--- src/rtl/bp_pkg.sv ---
// Shared types and helpers for the branch predictors: state encoding,
// saturating-counter arithmetic and parameter-legality checking.
package bp_pkg;

  typedef enum logic [0:0] {
    INIT = 1'b0,
    RUN  = 1'b1
  } bp_state_e;

  // Widest counter any predictor instance may use.
  localparam int unsigned CTR_MAX_W = 4;
  typedef logic [CTR_MAX_W-1:0] ctr_t;

  // Saturating up/down step of a width-bit counter held in a ctr_t.
  function automatic ctr_t sat_ctr_next(input ctr_t ctr, input logic taken,
                                        input int unsigned width);
    ctr_t ctr_max;
    ctr_max = ctr_t'((1 << width) - 1);
    if (taken) begin
      return (ctr == ctr_max) ? ctr : ctr + ctr_t'(1);
    end
    return (ctr == '0) ? ctr : ctr - ctr_t'(1);
  endfunction

  // Weakly-not-taken value: just below the taken threshold.
  function automatic ctr_t wnt_init(input int unsigned width);
    return ctr_t'((1 << (width - 1)) - 1);
  endfunction

  // True when a parameter set can be elaborated.
  function automatic bit params_ok(input int unsigned idx_w,
                                   input int unsigned log_entries,
                                   input int unsigned hist_len,
                                   input int unsigned ctr_w,
                                   input int unsigned cnt_w);
    return (log_entries >= 2) && (log_entries <= 16) &&
           (hist_len >= 1) && (hist_len <= log_entries) &&
           (ctr_w >= 2) && (ctr_w <= CTR_MAX_W) &&
           (idx_w >= log_entries + 2) &&
           (cnt_w >= 1) && (cnt_w <= 32);
  endfunction

endpackage

--- src/rtl/bp_pht.sv ---
// Pattern-history table: saturating counters with one combinational read
// port, one read-modify-write update port (read-before-write against the
// read port) and the post-reset initialisation sweep that drives ready.
module bp_pht
  import bp_pkg::*;
#(
  parameter int unsigned LOG_ENTRIES = 10,
  parameter int unsigned CTR_W       = 2
) (
  input  logic                   clk_i,
  input  logic                   rst_ni,
  output logic                   ready,
  input  logic [LOG_ENTRIES-1:0] rd_idx,
  output logic [CTR_W-1:0]       rd_ctr,
  input  logic                   upd_en,
  input  logic [LOG_ENTRIES-1:0] upd_idx,
  input  logic                   upd_taken
);

  localparam int unsigned      ENTRIES  = 1 << LOG_ENTRIES;
  localparam logic [CTR_W-1:0] CTR_INIT = CTR_W'(wnt_init(CTR_W));

  logic [CTR_W-1:0]       mem [ENTRIES];
  bp_state_e              state_q;
  logic [LOG_ENTRIES-1:0] ptr_q;
  ctr_t                   upd_old;
  ctr_t                   upd_new;
  logic [CTR_W-1:0]       upd_ctr;

  // Reads see the array before any same-edge write lands.
  assign rd_ctr = mem[rd_idx];
  assign ready  = (state_q == RUN);

  // Next value of the counter being trained.
  always_comb begin
    upd_old = ctr_t'(mem[upd_idx]);
    upd_new = sat_ctr_next(upd_old, upd_taken, CTR_W);
    upd_ctr = CTR_W'(upd_new);
  end

  // Init sweep: one entry per cycle, then hand over to RUN.
  always_ff @(posedge clk_i) begin
    if (!rst_ni) begin
      state_q <= INIT;
      ptr_q   <= '0;
    end else if (state_q == INIT) begin
      ptr_q <= ptr_q + LOG_ENTRIES'(1);
      if (ptr_q == '1) begin
        state_q <= RUN;
      end
    end
  end

  // Counter storage: sweep writes during INIT, training writes in RUN.
  always_ff @(posedge clk_i) begin
    if (rst_ni) begin
      if (state_q == INIT) begin
        mem[ptr_q] <= CTR_INIT;
      end else if (upd_en) begin
        mem[upd_idx] <= upd_ctr;
      end
    end
  end

endmodule

--- src/rtl/gshare_predictor.sv ---
// Gshare branch predictor: PHT indexed by address XOR speculative global
// history, with history repair on mispredict and a mispredict counter.
module gshare_predictor
  import bp_pkg::*;
#(
  parameter int unsigned IDX_W       = 32,
  parameter int unsigned LOG_ENTRIES = 10,
  parameter int unsigned HIST_LEN    = 10,
  parameter int unsigned CTR_W       = 2,
  parameter int unsigned CNT_W       = 32
) (
  input  logic                clk_i,
  input  logic                rst_ni,
  output logic                ready_o,
  input  logic                predict_en_i,
  input  logic [IDX_W-1:0]    idx_i,
  output logic                prediction_o,
  output logic                pred_valid_o,
  output logic [HIST_LEN-1:0] pred_hist_o,
  input  logic                update_en_i,
  input  logic [IDX_W-1:0]    upd_idx_i,
  input  logic [HIST_LEN-1:0] upd_hist_i,
  input  logic                br_result_i,
  input  logic                correct_i,
  output logic [31:0]         mispred_cnt_o
);

  if (!params_ok(IDX_W, LOG_ENTRIES, HIST_LEN, CTR_W, CNT_W)) begin : g_param_check
    $error("gshare_predictor: illegal parameter combination");
  end

  logic                   ready;
  logic                   pred_fire;
  logic                   upd_fire;
  logic                   mispred;
  logic [LOG_ENTRIES-1:0] rd_idx;
  logic [LOG_ENTRIES-1:0] upd_idx;
  logic [CTR_W-1:0]       rd_ctr;
  logic                   pred_bit_p0;
  logic [HIST_LEN-1:0]    ghr_q;
  logic [HIST_LEN-1:0]    ghr_d;
  logic                   vld_p1;
  logic                   pred_p1;
  logic [HIST_LEN-1:0]    hist_p1;
  logic [CNT_W-1:0]       mispred_cnt_q;
  logic                   unused_bits;

  // Gshare hash: word address bits folded with zero-extended history.
  function automatic logic [LOG_ENTRIES-1:0] pht_hash(input logic [IDX_W-1:0] addr,
                                                      input logic [HIST_LEN-1:0] hist);
    return addr[LOG_ENTRIES+1:2] ^ LOG_ENTRIES'(hist);
  endfunction

  // Shift one outcome into the youngest history position.
  function automatic logic [HIST_LEN-1:0] hist_shift(input logic [HIST_LEN-1:0] hist,
                                                     input logic bit_in);
    return HIST_LEN'({hist, bit_in});
  endfunction

  assign pred_fire   = predict_en_i & ready;
  assign upd_fire    = update_en_i & ready;
  assign mispred     = upd_fire & ~correct_i;
  assign rd_idx      = pht_hash(idx_i, ghr_q);
  assign upd_idx     = pht_hash(upd_idx_i, upd_hist_i);
  assign pred_bit_p0 = rd_ctr[CTR_W-1];

  // Upper address bits and low counter bits do not feed any decision.
  assign unused_bits = ^{idx_i, upd_idx_i, rd_ctr};

  bp_pht #(
    .LOG_ENTRIES (LOG_ENTRIES),
    .CTR_W       (CTR_W)
  ) u_pht (
    .clk_i     (clk_i),
    .rst_ni    (rst_ni),
    .ready     (ready),
    .rd_idx    (rd_idx),
    .rd_ctr    (rd_ctr),
    .upd_en    (upd_fire),
    .upd_idx   (upd_idx),
    .upd_taken (br_result_i)
  );

  // Next GHR: a repair wins over the same-cycle speculative shift.
  always_comb begin
    ghr_d = ghr_q;
    if (mispred) begin
      ghr_d = hist_shift(upd_hist_i, br_result_i);
    end else if (pred_fire) begin
      ghr_d = hist_shift(ghr_q, pred_bit_p0);
    end
  end

  // ---- stage p0 -> p1: history, valid and mispredict counter ----
  always_ff @(posedge clk_i) begin
    if (!rst_ni) begin
      ghr_q         <= '0;
      vld_p1        <= 1'b0;
      mispred_cnt_q <= '0;
    end else begin
      ghr_q  <= ghr_d;
      vld_p1 <= pred_fire;
      if (mispred) begin
        mispred_cnt_q <= mispred_cnt_q + CNT_W'(1);
      end
    end
  end

  // Prediction payload registered with the history snapshot it used.
  always_ff @(posedge clk_i) begin
    if (!rst_ni) begin
      pred_p1 <= 1'b0;
      hist_p1 <= '0;
    end else if (pred_fire) begin
      pred_p1 <= pred_bit_p0;
      hist_p1 <= ghr_q;
    end
  end

  assign ready_o       = ready;
  assign pred_valid_o  = vld_p1;
  assign prediction_o  = pred_p1;
  assign pred_hist_o   = hist_p1;
  assign mispred_cnt_o = 32'(mispred_cnt_q);

endmodule

--- config.mk ---
export PLATFORM = sky130hd
export DESIGN_NAME = gshare_predictor
export DESIGN_NICKNAME = d
export VERILOG_FILES = /design/src/rtl/bp_pkg.sv /design/src/rtl/bp_pht.sv /design/src/rtl/gshare_predictor.sv
export SDC_FILE = /design/constraint.sdc
export NUM_CORES = 2
export LEC_CHECK = 0
export CAP_MARGIN = 0
export CORE_MARGIN = 5
export CORE_UTILIZATION = 40
export CTS_CLUSTER_DIAMETER = 120
export DETAILED_ROUTE_END_ITERATION = 8
export HOLD_SLACK_MARGIN = 0.12
export PLACE_DENSITY_LB_ADDON = 0.05
export SLEW_MARGIN = 25
export SYNTH_ARGS = -nofsm -noshare
export SYNTH_HDL_FRONTEND = slang
export SYNTH_SLANG_ARGS = --single-unit
--- constraint.sdc ---
create_clock -name clk_i -period 41.6 [get_ports clk_i]
set_input_delay 8.32 -clock clk_i [delete_from_list [all_inputs] [get_ports clk_i]]
set_output_delay 8.32 -clock clk_i [all_outputs]
set_load 0.05 [all_outputs]
==> qor.yml <==
grt_pass1_vias: 57900
htree_levels: 4
path_cells: "clkdlybuf4s50_1 -> xor2_4 -> buf_12 -> buf_12 -> buf_4 -> mux4_2 -> a22oi_1 -> nand4_1 -> a22oi_1 -> and3_1 -> nand3_1 -> nand4_1 -> a21oi_1 -> o21ai_4 -> buf_4 -> buf_4"
period_share_pct: 39.6
layout.nets: 5990
fin_area_um2: 106000
area_delta_synth_final_pct: 13.4
antenna_found_initial: 24
path_common_cell: "buf_4"
cp_top_family: "buffers and inverters"
drcViolationCount: 0
synth_edf_count: 2048
slew_viol_final: 0
grt_usage_pct: 28.1
die_area_um2: 244000
die_x_um: 494
hold_ws_ns: 0.469
power_density_nw_per_um2: 43.7
synthAdderAreaFrac_pct: 0.0267
syn_area_per_cell_um2: 15.9
die_y_um: 494
dpl_cell_area_um2: 98800
drt_first_pass_iters: 8
hp-start: "pred_hist_o[3]$_SDFFE_PN0P_"
grt_max_degree: 247
synth-simple-area-share_pct: 7.89
numCtsBuffers: 228
synth.most_common_cell: "edfxtp_1"
routed_wl_mm: 349
period_needed_ns: 16.47
drv_cap: 0
fmax_mhz: 60.7
peakVddDrop_v: 0.0000350
drtIter0Drc: 7026
rows: 177
coreArea_um2: 233000
critical_path_arrival_ns: 16.99
cts.sinks: 2113
synthArstFlopShare_pct: 0
synth_top_area_share_pct: 65.6
vias_per_cell: 6.28
portBuffers: 80
synth.top_cells.by_count: "edfxtp_1 (2048), nor2_1 (1086), mux4_2 (637)"
vias: 58100
clk_pin_slew_ns: 0.06
ys.warnings.count: 0
synth.area.top_cells: "edfxtp_1 (66%), mux4_2 (15%), nor2_1 (4.3%)"
start_kind: "primary input"
cts_tree: "built"
cts_setup_buffers: 0
critPathBufInv: 6
setup_violations: 0
cts-resized-gates: 0
dpl.hpwl_mm: 205
synthMuxAreaShare_pct: 18.2
ios: 125
ys_seq_elements: 2113
leakage_nw: 33.5
floorplan.initialDensity_pct: 40.2
fin_skew_ns: 0.0591
synth_top_flop_cell: "edfxtp_1"
drive_above_1_share_pct: 20.9
synth.distinct_cells: 61
required_ns: 42.12
clockBufferDepth: 3
endpoint_kind: "flop"
gp_congestion: 0.856
antenna_left: 0
netlist_instances: 5878
synth_compound_area_share_pct: 3.96
r2r_start: "ghr_q[0]$_SDFFE_PN0P_"
crit_slowest_cell: "a22oi_1"
setup_tns_ns: 0
syn-cell-area_um2: 93700
relSlewSlack_pct: 17.8
cts_root_buf: "clkbuf_16"
synth-xor-area-share_pct: 0.662
ys_seq_area_share_pct: 67.0
synth_top_family_by_area: "multiplexers"
routedWlPerCell_um: 37.7
cpPeakStageDelay_ns: 0.86
synth_area_leader_cell: "edfxtp_1"
synth_nets: 5960
nFillCells: 20400
critPathMaxFanout: 94
crit_type: "in2reg"
gr-total-overflow: 0
hold_path.class: "reg2reg"
finalHoldViolCount: 0
outcome: "complete, no violations"
grt_pass1_wl_mm: 477
cts-hold-fix-buffers: 0
rsz0062_at_grt: "false"
worstMarginPinSlew_ns: 1.22
clk_latency_ns: 0.90
worstSetupStartpoint: "upd_hist_i[0]"
-- cell usage in the layout, fill, tap and decap left out, types with 65 or more instances in the layout --
cell type        instances
mux2i_1                268
clkdlybuf4s50_1         79
buf_4                  181
nor2_1                1076
edfxtp_1              2048
o22ai_1                141
clkbuf_16              231
dfxtp_1                 65
a21oi_1                 65
nand3_1                114
a22oi_1                180
nand4_1                 78
mux4_2                 637
nand2_1                256
-- worst min-delay path: cells and delay by family, from the launching register on --
kind / cells / cell delay (ns)
AO/OA/AOI/OAI: 1 / 0.06
flip-flops: 1 / 0.31
AND/OR/NAND/NOR: 1 / 0.05
-- metrics by stage --
| step | total power, mW | worst slack, ns | cells | util (%) |
|---|---|---|---|---|
| finish | 4.64 | 25.13 | 9248 | 45.6 |
| global route | 4.76 | 24.77 | 9243 | 45.6 |
| CTS | 4.67 | 24.34 | 9239 | 45.6 |
| detailed placement | 2.65 | 23.37 | 8807 | 42.4 |
| global placement | 2.65 | 23.60 | 8807 | 42.4 |
| floorplan | 2.51 | 0.819 | 5878 | - |
-- registers in the layout (all words and copies together) (netlist names) --
signal	flops
u_pht.ready	1
mispred_cnt_o	32
pred_valid_o	1
u_pht.ptr_q	10
prediction_o	1
u_pht.mem	2048
pred_hist_o	10
ghr_q	10
-- final cells by class --
| cell class | instances | area [um^2] | share of cell area (%) |
|---|---|---|---|
| Timing Repair Buffer | 280 | 2530 | 2.38 |
| Clock buffer | 287 | 6040 | 5.68 |
| Inverter | 6 | 22.5 | 0.0212 |
| Multi-Input combinational cell | 3279 | 29600 | 27.9 |
| Tap cell | 3132 | 3920 | 3.69 |
| Clock inverter | 145 | 1340 | 1.26 |
| Antenna cell | 6 | 15.0 | 0.0141 |
| Sequential cell | 2113 | 62800 | 59.1 |
-- per-layer routing --
layer	up-vias	wire length, um	GRT usage [%]
li1	23400	-	-
met1	31400	145000	39.4
met2	2670	163000	44.3
met3	549	27400	5.18
met4	4	13700	9.95
met5	-	26	0
-- path summary, 6_finish.rpt --
kind,slack (ns),end,depth (start not counted)
worst max-delay path,25.13,u_pht.mem[371][0]$_DFFE_PP_,16
worst min-delay path,0.47,pred_hist_o[3]$_SDFFE_PN0P_,2
worst min register to register,0.47,pred_hist_o[3]$_SDFFE_PN0P_,2
worst max register to register,34.40,ghr_q[0]$_SDFFE_PN0P_,15
-- power by group --
part	leakage [nW]	internal, mW	switching (mW)
logic	9.92	0.0913	0.222
clock network	3.60	1.15	0.880
registers	19.9	2.30	0.000645
-- kinds of logic after synthesis --
group | count (synthesis)
xor+xnor | 70
simple gates | 1756
compound gates | 545
buf+inv | 486
fa+ha+maj | 2
mux | 906
flops | 2113
Power figures use the tool's default switching activity.
